**src/rtl/rv523_pkg.sv**
```systemverilog
// rv523_pkg: shared widths, shift-op encodings and shifter state type
package rv523_pkg;
  localparam int XLEN = 32;
  localparam int SHAMT_W = 5;
  localparam logic [1:0] SH_SLL = 2'b00;
  localparam logic [1:0] SH_SRL = 2'b01;
  localparam logic [1:0] SH_SRA = 2'b11;
  typedef enum logic [1:0] {IDLE, SHIFT, DONE} shift_state_t;
endpackage

```
**src/rtl/rv523_shift_step.sv**
```systemverilog
// rv523_shift_step: combinational one-bit shift selected by op; reserved op passes through
module rv523_shift_step #(
  parameter int XLEN = rv523_pkg::XLEN
) (
  input  logic [XLEN-1:0] data,
  input  logic [1:0]      op,
  output logic [XLEN-1:0] data_next
);
  import rv523_pkg::*;
  // SRA replicates the current MSB so repeated steps sign-extend
  always_comb
    data_next = op == SH_SLL ? {data[XLEN-2:0], 1'b0} :
                op == SH_SRL ? {1'b0, data[XLEN-1:1]} :
                op == SH_SRA ? {data[XLEN-1], data[XLEN-1:1]} : data;
endmodule

```
**src/rtl/rv523_serial_shifter.sv**
```systemverilog
// rv523_serial_shifter: multi-cycle SLL/SRL/SRA, one bit per clock, valid/ready on both sides
module rv523_serial_shifter #(
  parameter int XLEN = rv523_pkg::XLEN,
  parameter int SHAMT_W = rv523_pkg::SHAMT_W
) (
  input  logic               clk,
  input  logic               rst,
  input  logic               in_valid,
  output logic               in_ready,
  input  logic [1:0]         in_op,
  input  logic [XLEN-1:0]    in_data,
  input  logic [SHAMT_W-1:0] in_shamt,
  output logic               out_valid,
  input  logic               out_ready,
  output logic [XLEN-1:0]    out_data
);
  import rv523_pkg::*;
  shift_state_t state, state_next;
  logic [XLEN-1:0] sreg, sreg_step;
  logic [SHAMT_W-1:0] count;
  logic [1:0] op;
  rv523_shift_step #(.XLEN(XLEN)) u_step (
    .data(sreg),
    .op(op),
    .data_next(sreg_step)
  );
  // state register
  always_ff @(posedge clk)
    state <= rst ? IDLE : state_next;
  // next state: zero shift skips straight to DONE; DONE waits for writeback
  always_comb
    state_next = state == IDLE  ? (in_valid ? (in_shamt != '0 ? SHIFT : DONE) : IDLE) :
                 state == SHIFT ? (count == SHAMT_W'(1) ? DONE : SHIFT) :
                 out_ready ? IDLE : DONE;
  // operand capture in IDLE, one shift step and count-down per SHIFT cycle
  always_ff @(posedge clk)
    if (rst) begin
      sreg <= '0;
      count <= '0;
      op <= '0;
    end else if (state == IDLE && in_valid) begin
      sreg <= in_data;
      count <= in_shamt;
      op <= in_op;
    end else if (state == SHIFT) begin
      sreg <= sreg_step;
      count <= count - SHAMT_W'(1);
    end
  // handshake outputs are pure state decodes; data comes straight from the register
  always_comb begin
    in_ready = state == IDLE;
    out_valid = state == DONE;
    out_data = sreg;
  end
endmodule

```
**config.mk**
```make
export PLATFORM = sky130hd
export DESIGN_NAME = rv523_serial_shifter
export DESIGN_NICKNAME = d
export VERILOG_FILES = /design/src/rtl/rv523_pkg.sv /design/src/rtl/rv523_shift_step.sv /design/src/rtl/rv523_serial_shifter.sv
export SDC_FILE = /design/constraint.sdc
export NUM_CORES = 1
export LEC_CHECK = 0
export BUFFER_PORTS_ARGS = -buffer_cell sky130_fd_sc_hd__buf_2
export CELL_PAD_IN_SITES_DETAIL_PLACEMENT = 2
export CELL_PAD_IN_SITES_GLOBAL_PLACEMENT = 2
export CORE_MARGIN = 4
export CORE_UTILIZATION = 28
export CTS_CLUSTER_DIAMETER = 40
export DETAILED_ROUTE_END_ITERATION = 8
export HOLD_SLACK_MARGIN = 0.1
export PLACE_DENSITY = 0.81
export SKIP_CTS_REPAIR_TIMING = 1
export SLEW_MARGIN = 25
export SYNTH_ARGS = -nofsm -noshare
export SYNTH_HDL_FRONTEND = slang
export SYNTH_HIERARCHICAL = 1
export SYNTH_SLANG_ARGS = --single-unit
```
**constraint.sdc**
```tcl
create_clock -name clk -period 1.9 [get_ports clk]
set_clock_uncertainty 0.1 [all_clocks]
set_input_delay 0.095 -clock clk [delete_from_list [all_inputs] [get_ports clk]]
set_output_delay 0.095 -clock clk [all_outputs]
set_load 0.02 [all_outputs]
```
==> impl.org, run 1 <==
** Run status
- The flow ran to the end, and the final reports show no timing, DRC or antenna violations.

** Power
- Post-route total power :: about 2.6 mW
- Of the total power, the share spent switching nets is around a third.
- The clock network burns 32.7% of the power.
- Share of power burned in registers :: about two fifths
- The internal power of the cells totals 1.783 mW.
- Psw :: 836.5 uW
- Dividing total power by cell area gives a power density of between 700 and 800 mW/mm^2.
- Leakage Power :: roughly 1.4 nW
- VDD sags by at most ~0.00031 V.
- Gate power share :: approximately 28%

** Drt
- Once detail routing completed, the nets flagged for antenna violations numbered 0.
- Final routed DRC violation total :: 0
- Dividing the detail-routed wire length by the instance count gives between 15 and 20 um.
- The detailed router finished its first iteration with 70 violations.
- Dividing the detail-routed via count by the number of cells gives between 5 and 6.
- The routed layout has around 2700 vias.
- Summed over all layers, the routed wires come to ~9000 um.
- The first detailed-routing pass took 4 iterations.

** Clock tree
- For the worst-skew pair, the clock arrives at the later sink with an insertion delay of ~300 ps.
- The root buffer cell chosen for the clock tree is clkbuf_8.
- TritonCTS built the clock tree.
- Counting the buffers created by CTS gives 5.
- Clock-pin slew was measured on the worst setup and hold paths at approximately 90 ps.
- The H-tree was split into 2 levels.
- Clock sink count :: 41
- Largest buffer count on any clock path :: 2

** Final layout
- Final instance count without filler cells :: 517
- The repair_antennas step left the layout with diodes totalling 0.
- Syn-to-layout area delta :: 41.41%
- The net count of the finished layout is 456.
- Layout cells sized above 1 :: between 20% and 30%
- Final Core Density :: between 40% and 50%
- Final design area excluding fillers :: 0.003440 mm^2

** Timing
- Achievable Freq :: 637.6 MHz
- Final slew viol count :: 0
- Minimum hold slack :: ~130 ps
- Minimum period implied by the final worst setup slack :: about 1600 ps
- Accumulated negative setup slack :: 0 ps
- Post-route worst setup slack :: about 330 ps
- The final critical path takes up between 80% and 90% of the cycle.
- Setup repair after global routing missed its margin :: no
- Slew at the pin closest to its max-slew limit :: approximately 600 ps
- Final setup violation count :: 0
- The hold violation total from the final report came to 0.
- Worst relative slew slack :: 59.88%

** Placed design
- Last weighted congestion value of the routability-driven placer :: 0.7946
- At the placement stage, the worst setup path has a slack of 390.7 ps.
- Area after detailed placement :: approximately 0.0029 mm^2
- The wire-length estimate of the detail-placed layout is 5867 um.
- In this run, placement finished with an instance count of between 400 and 500.
- IO buf count :: 76

** Logic synthesis
- Most area-consuming cells after synthesis :: dfxtp_1 34%, mux2i_1 12%, nand2_1 11%
- In the synthesized netlist, the cells that appear most often are 72 x nand2_1, 41 x dfxtp_1, 38 x a21oi_1, 33 x a22oi_1, 30 x mux2i_1.
- Average cell area after synthesis :: 7.949 um^2
- By instance count, the leading cell after synthesis is nand2_1.
- The share of the Yosys chip area taken by registers is approximately 34%.
- Register bit count reported by yosys :: just over 40
- In the synthesized netlist, the number of instances is between 300 and 400.
- After synthesis, the share of flip-flops with an asynchronous set or reset is 0%.
- Most instantiated flip-flop cell in the synthesis netlist :: dfxtp_1
- Number of distinct library cells after synthesis :: 36
- Ys Warns :: 6
- Of all cell types, the one taking the most synthesized area is dfxtp_1.
- Area share of the largest cell type after synthesis :: between 30% and 40%
- Synth Cell Area :: between 0.002 and 0.0025 mm^2
- Count of flip-flops with a built-in enable after synthesis :: 0
- Synthesis produced a netlist with a net count of 351.

** Floorplan
- Core Box Area :: roughly 0.0083 mm^2
- The floorplan step set the die width to just over 100 um.
- Effective utilization at floorplan :: a little under 30%
- Die ar. :: 0.01024 mm^2
- For this design the top-level I/O count stands at between 70 and 80.
- From bottom edge to top edge, the die measures around 100 um.
- The initialized floorplan defines 33 standard-cell rows.

** Worst hold path
- Hold WC Path Type :: in -> reg
- The worst hold path was traced through 2 stages.

** Setup path
- The worst setup path is launched from a flip-flop.
- Maximum fanout along the worst path :: 14
- Endpoint kind of the worst setup timing path :: flip-flop
- Counting cells, the worst reg-to-reg path comes to 5.
- Category of the most critical setup path :: reg -> reg
- The critical path goes through buf_12 > mux2i_1 > o21ai_1 > a22oi_1 > a21oi_1.
- For this run, the slowest stage of the critical path takes around 540 ps.
- At the worst endpoint, the required time is between 1500 and 2000 ps.
- Data arrival time of the critical path :: approximately 1600 ps
- Slowest-stage cell, CP :: dfxtp_2

** GRT
- The first global-routing pass estimated between 10000 and 15000 um of wire.
- Global routing used approximately 17% of the available tracks across all layers.
- Entering global routing, the biggest net connects 65 pins.
- The number of global-route vias before repair was ~2700.
- The number of antenna violations at the first check in global routing was 0.
- Leftover overflow at the end of global routing :: 0

** Job
- Number of max-capacitance violations reported :: 0
path summary, 6_finish.rpt:
check | start | to | slack, ps
hold reg to reg | out_data[0] | out_data[0] | 400
setup / recovery | op[1] | out_data[7] | 330
hold / removal | rst | out_data[8] | 130
setup reg to reg | op[1] | out_data[7] | 330
state kept, by name, indices dropped and copies added, names as in the netlist:
| name | flops |
|---|---|
| state | 2 |
| count | 5 |
| out_data | 32 |
| op | 2 |
layout make-up:
cell class | instances | area [um^2]
clock buffers | 5 | 68.82
flip-flops and latches | 41 | 823.3
repair buffers | 126 | 918.4
inverters | 4 | 15.01
fillers | 975 | 4901
multi-input cells | 233 | 1418
well taps | 105 | 131.4
clock inverters | 3 | 65.06
critical path, delay by kind of cell, from the launching register on:
kind	cells	cell delay [ps]
flops	1	540
compound gates	3	370
buf+inv	1	210
mux	1	220
cell families (layout without fill, tap and decap cells):
kind of cell	after synthesis	in the layout	synth area share, %
AOI/OAI and AO/OA	114	114	28.76
and+or+nand+nor	87	87	15.79
DFF	41	41	33.74
buffers and inverters	32	138	8.333
muxes	30	30	12.35
adders and majority gates	2	2	1.029
cells in the final DEF (no fill, tap or decap), drive strengths merged:
cell / instances
a31oi: 1
o21bai: 1
nand2b: 2
or4: 2
bufinv: 2
a21oi: 38
or4b: 1
o21ai: 32
mux2i: 30
nand3: 1
a2bb2oi: 2
nand2: 72
o22ai: 2
nor3: 2
nand3b: 1
clkbuf: 5
clkinv: 1
o311ai: 1
a22oi: 33
nor2: 3
dfxtp: 41
or3b: 1
ha: 2
buf: 86
dlygate4sd3: 40
inv: 4
a32oi: 1
nor3b: 1
a22o: 1
nor2b: 1
o21ba: 2
power groups by stage:
stage	sequential (mW)	clock, mW	combinational [mW]
floorplan	1.08	0	0.393
global placement	1.05	0	0.640
detailed placement	1.05	0	0.661
CTS	1.03	0.883	0.666
global route	1.05	0.908	0.804
finish	1.03	0.856	0.730
per-layer routing:
layer  vias to the layer above  share of wire, %  GRT usage, %
met3                         8               4.1         2.893
met1                      1326                44         20.90
li1                       1300                 -             -
met5                         -                 0             0
met2                        63                51         29.63
met4                         0               1.1         3.067
Note: power is estimated with default switching activity, not from simulation.
==> run 2, diff against run 1 <==
CORE_UTILIZATION = 26   (was 28)
PLACE_DENSITY = 0.79   (was 0.81)
clock period = 1.3 ns   (was 1.9 ns; I/O delays follow)
==> impl.org, run 2 (synthesized netlist as in run 1, its figures left out) <==
** Clock tree
- H-tree level count :: 2
- Largest buffer count on any clock path :: 2
- The later pin in the worst-skew pair is clocked with a latency of 290 ps.
- After clock tree synthesis, the clock-pin slew on the worst setup and hold paths is around 80 ps.
- Num CTS Buffers :: 5
- CTS saw 41 sinks.
- In this run the clock root is driven by a clkbuf_8.
- TritonCTS built the clock tree.

** GRT
- Leftover overflow at the end of global routing :: 0
- Initial antenna violation count :: 0
- Global routing used approximately 16% of the available tracks.
- Pin count of the biggest net entering global routing :: 33
- The first global-routing pass estimated ~15000 um of wire.
- Vias in the first global route :: 2826

** Timing
- Minimum period implied by the final worst setup slack :: between 1000 and 1500 ps
- Worst relative slew slack :: between 70% and 80%
- The worst path uses 113.5% of the clock period.
- Final setup violation count :: 42
- Across all setup checks in the final design, the least slack found is -175.3 ps.
- The hold violation total from the final report was 0.
- The number of pins with negative max-slew slack in the final report came to 0.
- Setup repair after global routing missed its margin :: yes
- At the pin with the least slew margin, the transition time is ~300 ps.
- Achievable Freq :: approximately 680 MHz

** Floorplan
- The die is roughly 100 um tall.
- During I/O placement, the number of pins put on the boundary was 77.
- Die W :: ~100 um
- Once the floorplan was initialized, standard cells occupied between 20% and 30% of the core.
- Core Box Area :: 0.009153 mm^2
- Site row count :: 35
- The die covers between 0.01 and 0.015 mm^2.

** Setup path
- Data arrival time of the critical path :: around 1600 ps
- Maximum fanout along the worst path :: 14
- STA classifies the critical path startpoint as a flip-flop.
- In this run the register-to-register setup slack is -180 ps.
- The critical path is of the reg -> reg type.
- The worst setup path is captured at a flip-flop.
- STA puts the critical path data required time at ~1400 ps.

** Worst hold path
- Hold WC Path Type :: in -> reg

** Final layout
- Max FFs per register :: 32
- Number of nets in the finished design :: approximately 480
- Number of antenna repair diodes :: 0
- Commonest cells after routing, fill and taps aside :: 75 x buf_2, 72 x nand2_1, 41 x dlygate4sd3_1
- Once layout is done, the placed cells without fillers occupy roughly 0.0036 mm^2.
- Leaving out fill and tap cells, the most frequent cell in the layout is buf_2.
- Relative to the synthesized area, the layout overhead comes to 49.54%.
- Final instance count without filler cells :: 542
- For this run, the share of the core covered by cells in the final layout is approximately 40%.
- Cells with a size suffix above 1 make up between 30% and 40% of the layout.

** Placed design
- The count of buffers added on input and output ports is 76.
- The wire-length estimate of the detail-placed layout is around 6500 um.
- Last weighted congestion value of the routability-driven placer :: ~0.8
- Area after detailed placement :: 0.003012 mm^2
- OpenSTA, run right after detailed placement, puts the worst setup slack at -185.0 ps.
- Placed Instances :: 491

** Run status
- The run finished, with violations left.
- The final reports fail on negative setup slack.

** Drt
- Vias per inst :: slightly above 5
- The detail route stage leaves a number of antenna-violating nets equal to 0.
- In this run, the number of DRC markers left after iteration 0 of detailed routing was ~70.
- In the final routed layout, each cell accounts on average for roughly 18 um.
- Pre-Repair DR Iteration Count :: 4
- Final routed DRC violation total :: 0
- Wires add up to 9893 um.
- Via Count :: 2808

** Power
- Sequential cells burn 42.5% of the power.
- In this run the power spent charging and discharging nets is between 1 and 1.5 mW.
- Summed over all cells, the static leakage comes to roughly 1.4 nW.
- Dividing total power by cell area gives a power density of between 900 and 1000 mW/mm^2.
- Switching share of total power :: between 30% and 40%
- IR analysis of the VDD net gives a maximum drop of approximately 0.00043 V.
- Internal power comes to 2.314 mW.
- The clock network accounts for between 20% and 30% of the total power.
- Gate power share :: around a third

** Job
- Max-cap violations in this run came to 0.
-- run 2: cell types whose count changed in the layout (fill, tap and decap cells not counted), moves of 2 or more --
cell and delta:
buf_6 +7, dfxtp_1 -3, buf_8 +2, a21oi_2 +2, buf_12 -2, inv_4 +2
a21oi_1 -2, buf_4 +11, ha_4 +2, dfxtp_4 +2, inv_1 -2, bufinv_16 -2
ha_1 -2
-- run 2: per-stage QoR --
stage	setup TNS [ps]	hold slack [ps]	power (mW)
after floorplan	-31.66	93.44	2.159
after global placement	-492.8	240.4	2.520
after detailed placement	-4582	246.1	2.570
after CTS	-5527	-78.33	3.423
after global routing	-5975	192.1	3.796
final	-2886	144.7	3.564
-- run 2: final timing paths --
path               startpoint  cells past startpoint           to
setup / recovery     state[1]                      6  out_data[8]
hold / removal    in_shamt[0]                      4     state[0]
setup reg to reg     state[1]                      6  out_data[8]
hold reg to reg   out_data[0]                      2  out_data[0]
-- run 2: layout make-up --
cell class | instances | area, um^2
Tap cell | 111 | 138.9
Inverter | 4 | 20.02
Clock inverter | 2 | 10.01
Timing Repair Buffer | 145 | 1100
Fill cell | 1035 | 5515
Sequential cell | 41 | 832.0
Multi-Input combinational cell | 233 | 1464
Clock buffer | 6 | 72.57
-- run 2: power by group through the flow --
stage | Clock (mW) | Combinational, mW | Sequential [mW]
after detailed placement | 0 | 1.04 | 1.53
after global routing | 0.926 | 1.33 | 1.54
after global placement | 0 | 0.999 | 1.52
after CTS | 0.876 | 1.05 | 1.50
final | 0.834 | 1.22 | 1.51
after floorplan | 0 | 0.575 | 1.58
-- run 2: worst max-delay path: stages, from the launching register on --
cell and delay, ps:
dfxtp_1 330, buf_4 150, nor3b_4 180, buf_6 160, clkbuf_16 180, a22oi_1 110
a21oi_1 190
-- run 2: per-layer routing --
layer	part of all wire (%)	track usage (%)	up-vias
li1	-	-	1347
met3	4.0	3.335	13
met4	1.6	4.405	0
met2	53	29.10	59
met1	42	19.17	1389
met5	0	0	-
==> run 3, diff against run 2 <==
CAP_MARGIN = 5   (was unset)
PLACE_DENSITY = unset   (was 0.79)
PLACE_DENSITY_LB_ADDON = 0.1   (was unset)
==> impl.org, run 3 (synthesized netlist as in run 1, its figures left out) <==
** Run status
- Status :: finished, violations left
- Violations in the final reports :: negative setup slack

** Floorplan
- Pin placement for this block handled 77 I/O pins.
- Chip height :: 104.7 um
- Core Box Area :: 0.009153 mm^2
- Die ar. :: roughly 0.011 mm^2
- The initialized floorplan defines 35 standard-cell rows.
- Die W :: ~100 um
- Effective utilization at floorplan :: 26.58%

** Setup path
- For the worst flop-to-flop path, the logic depth is 5.
- Category of the most critical setup path :: reg -> reg
- CP Cell Sequence :: inv_4 > ha_4 > nand3b_4 > or4_4 > a31oi_4
- For the worst setup path, the data arrival time is roughly 1600 ps.
- The critical path runs through a total of 5 cells.
- WP buf/inv :: 1
- The worst setup path is launched from a flip-flop.
- The largest single stage delay on the critical path is between 400 and 500 ps.
- Req. time, crit path :: roughly 1400 ps
- Tracing the worst setup path back leads to its startpoint at count[0].
- Family with the most delay on the worst path :: simple AND/OR/NAND/NOR gates
- The worst setup path is captured at a flip-flop.
- Crit Reg-Reg Startpoint :: count[0]
- Slowest-stage cell, CP :: or4_4
- Maximum fanout along the worst path :: 4

** Placed design
- The placed instances occupy a cell area of between 0.003 and 0.004 mm^2.
- Post-DP HPWL :: 6145 um
- Last weighted congestion value of the routability-driven placer :: between 0.7 and 0.8
- Input and output buffers added on the ports amount to 76.

** Clock tree
- Counting the buffers created by CTS gives 5.
- Clock latency on the worst-skew pair :: ~300 ps
- Clock tree from TritonCTS :: yes
- H-tree level count :: 2
- Clock sink count :: 41
- In this run the clock root is driven by a clkbuf_8.
- Clock-pin slew was measured on the worst setup and hold paths at 90 ps.
- Counting along the longest clock path gives a buffer depth of 2.

** Power
- IR Drop Worst-Case VDD :: approximately 0.00042 V
- Post-route total power :: just under 4 mW
- For this design the static power due to leakage is roughly 1.5 nW.
- Total power per unit cell area :: a little over 1000 mW/mm^2

** Worst hold path
- Counting instances, the worst hold path has a depth of 4.
- Worst Hold Launch :: in_shamt[4]
- The min-delay analysis places its worst path in the category in -> reg.

** Final layout
- Cells with a size suffix above 1 make up 32.64% of the layout.
- Commonest cells after routing, fill and taps aside :: 75 x buf_2, 72 x nand2_1, 41 x dlygate4sd3_1
- Number of nets in the finished design :: ~480
- Relative to the synthesized area, the layout overhead comes to 58.13%.
- Most common library cell in the layout ignoring fill and taps :: buf_2
- The number of antenna diodes in the final layout is 0.
- Max FFs per register :: 32
- Final Core Density :: between 40% and 50%
- The finished cells cover ~0.0038 mm^2.

** Drt
- Vias per inst :: 5.044
- Final routed DRC violation total :: 0
- After the first detailed-routing iteration, the DRC count stood at 72.
- Summing over every cut layer, the via total after detailed routing is 2739.
- Remaining antenna violation count :: 0
- Final routed wirelength across all metal layers :: between 9000 and 10000 um
- Before antenna repair, the detailed router went through 4 iterations.
- Mean routed wirelength per cell :: between 15 and 20 um

** GRT
- Global routing usage summed across all routing layers :: ~15%
- Pin count of the biggest net entering global routing :: 35
- Initial antenna violation count :: 0
- First-pass GRT wire length :: approximately 14000 um
- Leftover overflow at the end of global routing :: 0
- The number of global-route vias before repair came to 2682.

** Timing
- Setup repair after global routing could not meet its margin everywhere.
- Accumulated negative setup slack :: -1056 ps
- The hold violation total from the final report came to 0.
- In this run the tightest slew margin relative to its limit is between 70 and 80%.
- Post-route worst setup slack :: -126.8 ps
- The final critical path takes up 109.8% of the cycle.
- At the pin with the least slew margin, the transition time is ~320 ps.
- Achievable Freq :: 700.9 MHz
- Setup violations remaining at the end of the flow were counted as 30.
- For the finished layout, the period the worst path requires is between 1000 and 1500 ps.
- The number of pins with negative max-slew slack in the final report was 0.

** Job
- Number of max-capacitance violations reported :: 0
[run 3: cell types whose count changed in the layout (fill, tap and decap cells not counted), moves of 3 or more]
cell | before | now
buf_12 | 3 | 11
buf_4 | 16 | 12
buf_6 | 7 | 3
o21ai_0 | 4 | 1
o21ai_1 | 26 | 29
[run 3: through the flow]
stage                     hold slack, ps  setup slack (ps)  instances
final                              153.7            -126.8        543
after global routing               181.9            -174.0        543
after CTS                         -88.22            -216.2        496
after detailed placement           235.3            -109.4        488
after global placement             227.8            -58.31        488
after floorplan                    93.44            -18.26        306
[run 3: power breakdown]
part / switching, mW / total (mW) / internal (mW)
Sequential: 0.152 / 1.52 / 1.37
Combinational: 0.641 / 1.30 / 0.659
Clock: 0.468 / 1.09 / 0.627
[run 3: final timing paths]
kind	to	slack [ps]
hold reg to reg	out_data[0]	400
setup reg to reg	count[4]	-130
setup / recovery	count[4]	-130
hold / removal	state[0]	150
[run 3: routing by layer]
layer / wire length [um] / vias up / track usage [%]
met1: 4112 / 1344 / 19.74
met3: 375 / 2 / 3.891
li1: - / 1344 / -
met4: 48 / 0 / 3.093
met2: 4631 / 49 / 25.48
met5: 0 / - / 0
[run 3: final cells by class]
cell class                      count  area [um^2]
Multi-Input combinational cell    233         1515
Clock inverter                      1        30.03
Inverter                            4        20.02
Sequential cell                    41        835.8
Fill cell                        1003         5306
Timing Repair Buffer              146         1220
Tap cell                          111        138.9
Clock buffer                        7        86.33
[run 3: tightest hold or removal path, cell delays in order]
cell	delay, ps
buf_2	80
or4_1	140
o21ai_1	80
a21oi_1	130
